### config.mk
export PLATFORM = sky130hd
export DESIGN_NAME = fadd_rr_sched
export DESIGN_NICKNAME = d
export VERILOG_FILES = /design/src/rtl/fadd_rr_sched.sv
export SDC_FILE = /design/constraint.sdc
export NUM_CORES = 1
export LEC_CHECK = 0
export CAP_MARGIN = 20
export CORE_MARGIN = 5
export CORE_UTILIZATION = 39
export CTS_CLUSTER_DIAMETER = 60
export CTS_CLUSTER_SIZE = 14
export DETAILED_ROUTE_END_ITERATION = 8
export GPL_TIMING_DRIVEN = 0
export PLACE_DENSITY = 0.78
export SYNTH_ARGS = -nofsm -noshare
export SYNTH_HDL_FRONTEND = slang
export SYNTH_SLANG_ARGS = --single-unit
### constraint.sdc
create_clock -name clk -period 4.6 [get_ports clk]
set_clock_uncertainty 0.1 [all_clocks]
set_input_delay 0.69 -clock clk [delete_from_list [all_inputs] [get_ports clk]]
set_output_delay 0.69 -clock clk [all_outputs]
set_load 0.01 [all_outputs]
### src/rtl/fadd_rr_sched.sv
// rtl/fadd_rr_sched.sv - round-robin scheduler sharing one fixed-latency FP add datapath
// between two requesters, with tag pipeline routing results back to one-deep response slots.
module fadd_rr_sched #(
  parameter int W   = 37,
  parameter int LAT = 3
) (
  input  logic         clk,
  input  logic         rst,
  input  logic         req0_valid,
  output logic         req0_ready,
  input  logic [W-1:0] req0_a,
  input  logic [W-1:0] req0_b,
  output logic         rsp0_valid,
  input  logic         rsp0_ready,
  output logic [W-1:0] rsp0_data,
  input  logic         req1_valid,
  output logic         req1_ready,
  input  logic [W-1:0] req1_a,
  input  logic [W-1:0] req1_b,
  output logic         rsp1_valid,
  input  logic         rsp1_ready,
  output logic [W-1:0] rsp1_data,
  output logic         dp_valid,
  output logic [W-1:0] dp_a,
  output logic [W-1:0] dp_b,
  input  logic [W-1:0] dp_res
);

  logic [1:0]   busy_q, busy_d;
  logic         last_grant_q, last_grant_d;
  logic [W-1:0] dp_a_q, dp_a_d, dp_b_q, dp_b_d;
  logic [LAT:0] tag_v_q, tag_v_d;
  logic [LAT:0] tag_id_q, tag_id_d;
  logic [1:0]   rsp_v_q, rsp_v_d;
  logic [W-1:0] rsp0_q, rsp0_d, rsp1_q, rsp1_d;
  logic [1:0]   elig, grant, rsp_hs;

  // Ready is held low during reset so no handshake can land on a reset edge.
  always_comb begin
    elig   = {req1_valid & ~busy_q[1], req0_valid & ~busy_q[0]} & {2{~rst}};
    rsp_hs = rsp_v_q & {rsp1_ready, rsp0_ready};
    grant  = elig;
    if (elig == 2'b11) begin
      grant = last_grant_q ? 2'b01 : 2'b10;
    end
  end

  always_comb begin
    last_grant_d = last_grant_q;
    dp_a_d       = dp_a_q;
    dp_b_d       = dp_b_q;
    rsp0_d       = rsp0_q;
    rsp1_d       = rsp1_q;
    busy_d       = (busy_q & ~rsp_hs) | grant;
    rsp_v_d      = rsp_v_q & ~rsp_hs;
    tag_v_d      = {tag_v_q[LAT-1:0], |grant};
    tag_id_d     = {tag_id_q[LAT-1:0], grant[1]};
    if (grant[0]) begin
      dp_a_d       = req0_a;
      dp_b_d       = req0_b;
      last_grant_d = 1'b0;
    end else if (grant[1]) begin
      dp_a_d       = req1_a;
      dp_b_d       = req1_b;
      last_grant_d = 1'b1;
    end
    // Last tag stage lines up with the cycle dp_res is valid.
    if (tag_v_q[LAT]) begin
      if (tag_id_q[LAT]) begin
        rsp_v_d[1] = 1'b1;
        rsp1_d     = dp_res;
      end else begin
        rsp_v_d[0] = 1'b1;
        rsp0_d     = dp_res;
      end
    end
  end

  always_ff @(posedge clk) begin
    if (rst) begin
      busy_q       <= '0;
      last_grant_q <= 1'b1;
      dp_a_q       <= '0;
      dp_b_q       <= '0;
      tag_v_q      <= '0;
      tag_id_q     <= '0;
      rsp_v_q      <= '0;
      rsp0_q       <= '0;
      rsp1_q       <= '0;
    end else begin
      busy_q       <= busy_d;
      last_grant_q <= last_grant_d;
      dp_a_q       <= dp_a_d;
      dp_b_q       <= dp_b_d;
      tag_v_q      <= tag_v_d;
      tag_id_q     <= tag_id_d;
      rsp_v_q      <= rsp_v_d;
      rsp0_q       <= rsp0_d;
      rsp1_q       <= rsp1_d;
    end
  end

  assign req0_ready = grant[0];
  assign req1_ready = grant[1];
  assign rsp0_valid = rsp_v_q[0];
  assign rsp1_valid = rsp_v_q[1];
  assign rsp0_data  = rsp0_q;
  assign rsp1_data  = rsp1_q;
  assign dp_valid   = tag_v_q[0];
  assign dp_a       = dp_a_q;
  assign dp_b       = dp_b_q;

endmodule

==> impl_metrics.tcl <==
set metrics [dict create \
    top_usage_layer "met2" \
    ys_seq_area_share_pct 51.1 \
    p_int_mw 2.71 \
    die_area_um2 18800 \
    cts_resized 0 \
    max_cap_viol_count 0 \
    portBuffers 342 \
    synth-seq-cells 161 \
    startpoint_type "input port" \
    core_area_um2 15900 \
    post_cts_buffers 0 \
    worst-slew-pin-transition_ns 0.542 \
    setup_viol 0 \
    finalWeightedCongestion 0.875 \
    final.period_utilization_pct 79.4 \
    placementRows 46 \
    hold_viol_final 0 \
    use_met2_pct 41.8 \
    cts_tree "built" \
    drt_wl_total_mm 24.4 \
    timing.final.crit_period_ns 3.65 \
    mostFrequentLayoutCell "clkdlybuf4s50_1" \
    first_pass_iters 5 \
    grt-ovfl-total 0 \
    cp_max_fo 10 \
    yosysUniqueCellTypes 30 \
    rrSetupSlack_ns 2.73 \
    areaGrowthSynthToFinish_pct 68.8 \
    seq_area_um2 3220 \
    clock_latency_ns 0.42 \
    syn-cell-area_um2 6310 \
    p_sw_uw 918 \
    hpwl_mm 18.6 \
    drtIter0Drc 347 \
    drc_errors 0 \
    pwr-share-seq_pct 41.8 \
    synth.avg_cell_area_um2 9.14 \
    crit_path_top_delay_cell "clkdlybuf4s50_1" \
    met3_usage_pct 8.68 \
    slowest_delay_ns 0.62 \
    p_comb_share_pct 16.4 \
    via_count 6748 \
    drive_gt1_share_pct 7.61 \
    ios 344 \
    status "completed" \
    cts_buffers 17 \
    r2r_start "busy_q[1]" \
    globalRouteMet1Util_pct 28.5 \
    antenna_found_initial 2 \
    ctsHtreeMaxLevel 4 \
    crit_required_ns 3.81 \
    clockRootBuffer "clkbuf_16" \
    cp-startpoint "req0_valid" \
    ant_nets 0 \
    min_from "tag_v_q[1]" \
    cp.arrival_ns 2.86 \
    cts_sinks 161 \
    cts.clk_slew.worst_paths_ns 0.07 \
    rsz0062_at_grt "no" \
    wl_per_cell_um 19.1 \
    fin_setup_tns_ns 0 \
    initial_core_util_pct 39.7 \
    syn_nets 881 \
    syn_inst 690 \
    cts-hold-fix-buffers 0 \
    fmax_mhz 274 \
    worst-setup-path-type "input port to primary output" \
    grt_first_pass_wirelength_mm 35.9 \
    leakage_nw 3.70 \
    critPathCaptureType "primary output" \
    clk_path_buf_depth 2 \
    drv_slew 0 \
    p_per_area_nw_per_um2 341 \
    grt_util_all_layers_pct 24.8 \
    dp_slack_ns 0.940 \
    die_w_um 137 \
    switching_share_pct 25.3 \
    hold_path_class "register to register" \
    nFillCells 1339 \
    slew_headroom_pct 63.9 \
    vdd_drop_max_mv 0.248 \
    final_cell_mix "clkdlybuf4s50_1 (342), dfxtp_1 (161), nand2_1 (151)" \
    path_cells "clkdlybuf4s50_1, or3b_1, clkbuf_1, clkbuf_1, nor2_1, clkdlybuf4s50_1" \
    clkPwrFrac_pct 41.8 \
    grt_pass1_vias 6751 \
    die_h_um 137 \
    multiInputGateArea_um2 2740 \
    fin_ws_ns 0.947 \
    vias_per_cell 5.26 \
    fin_nets 1242 \
    grt_max_degree 17 \
    yosysWarningCount 0 \
]
logic make-up (layout without fill, tap and decap cells):
| family | Yosys count | after routing | share of synthesized area [%] |
|---|---|---|---|
| buffers and inverters | 75 | 449 | 5.46 |
| flip-flops | 161 | 161 | 51.1 |
| AO/OA/AOI/OAI | 210 | 210 | 22.6 |
| other | 0 | 2 | 0 |
| AND/OR/NAND/NOR | 244 | 244 | 20.9 |
per-layer routing:
metal,routed length [µm],vias up
li1,-,3224
met1,9410,3152
met2,11800,322
met3,2460,50
met4,738,0
met5,0,-
cell type report:
class                      count  share of cell area (%)
timing repair buffer         342                    32.2
sequential                   161                    30.3
multi-input combinational    454                    25.7
clock buffer                  18                    4.13
buffer                        73                    3.16
tap                          216                    2.54
clock inverter                14                    1.86
inverter                       2                  0.0705
antenna                        2                  0.0470
registers in the layout (all words and copies together), names as in the netlist:
register      flops
dp_a             37
busy_q            2
tag_v_q           4
last_grant_q      1
rsp1_data        37
rsp_v_q           2
dp_b             37
tag_id_q          4
rsp0_data        37
worst paths after layout:
kind                      to  cells after the start
setup / recovery  req0_ready                      6
setup reg to reg    dp_b[30]                      5
hold / removal    tag_v_q[2]                      1
hold reg to reg   tag_v_q[2]                      1
worst max-delay path: cells and delay by family:
kind | cells | cell delay (ns)
buf+inv | 4 | 1.51
simple gates | 2 | 0.65
power by group through the flow:
stage | Sequential (mW) | Combinational (mW) | Clock (mW)
6_report | 1.52 | 0.594 | 1.52
3_5_place_dp | 1.54 | 0.592 | 0
2_1_floorplan | 1.57 | 0.184 | 0
4_1_cts | 1.52 | 0.596 | 1.53
5_1_grt | 1.52 | 0.635 | 1.60
3_3_place_gp | 1.54 | 0.589 | 0
cell usage after synthesis:
master / instances / share of area [%]
buf_4: 3 / 0.36
clkbuf_2: 2 / 0.16
nor3b_2: 21 / 4.2
nor2_1: 2 / 0.12
buf_1: 5 / 0.30
o21ai_0: 28 / 2.2
a2111oi_0: 1 / 0.14
a21boi_0: 1 / 0.12
nor3b_1: 28 / 3.3
o31ai_1: 26 / 3.1
a21oi_1: 77 / 6.1
or3b_2: 1 / 0.14
buf_6: 4 / 0.71
a2111oi_4: 1 / 0.44
nand4_1: 26 / 2.6
or3b_1: 1 / 0.14
a221o_1: 48 / 7.6
nand2_1: 151 / 9.0
o21a_1: 2 / 0.24
dfxtp_1: 161 / 51
nor2b_2: 1 / 0.14
and2_1: 1 / 0.099
inv_2: 1 / 0.059
clkbuf_1: 44 / 2.6
nor2b_1: 8 / 0.79
nand2b_1: 3 / 0.30
inv_1: 1 / 0.059
buf_2: 15 / 1.2
a31oi_1: 26 / 2.6
nor3_1: 1 / 0.079
through the flow:
step           hold slack, ns  instance area (µm²)  utilization, %  total power, mW  std cells
3_3_place_gp            0.318                10000            62.9             2.13       1248
5_1_grt                 0.362                10600            67.0             3.76       1282
6_report                0.334                10600            67.0             3.63       1282
3_5_place_dp            0.323                10000            62.9             2.14       1248
4_1_cts                 0.339                10600            67.0             3.65       1280
2_1_floorplan           0.314                 6310               -             1.76        690
Power figures use the tool's default switching activity.
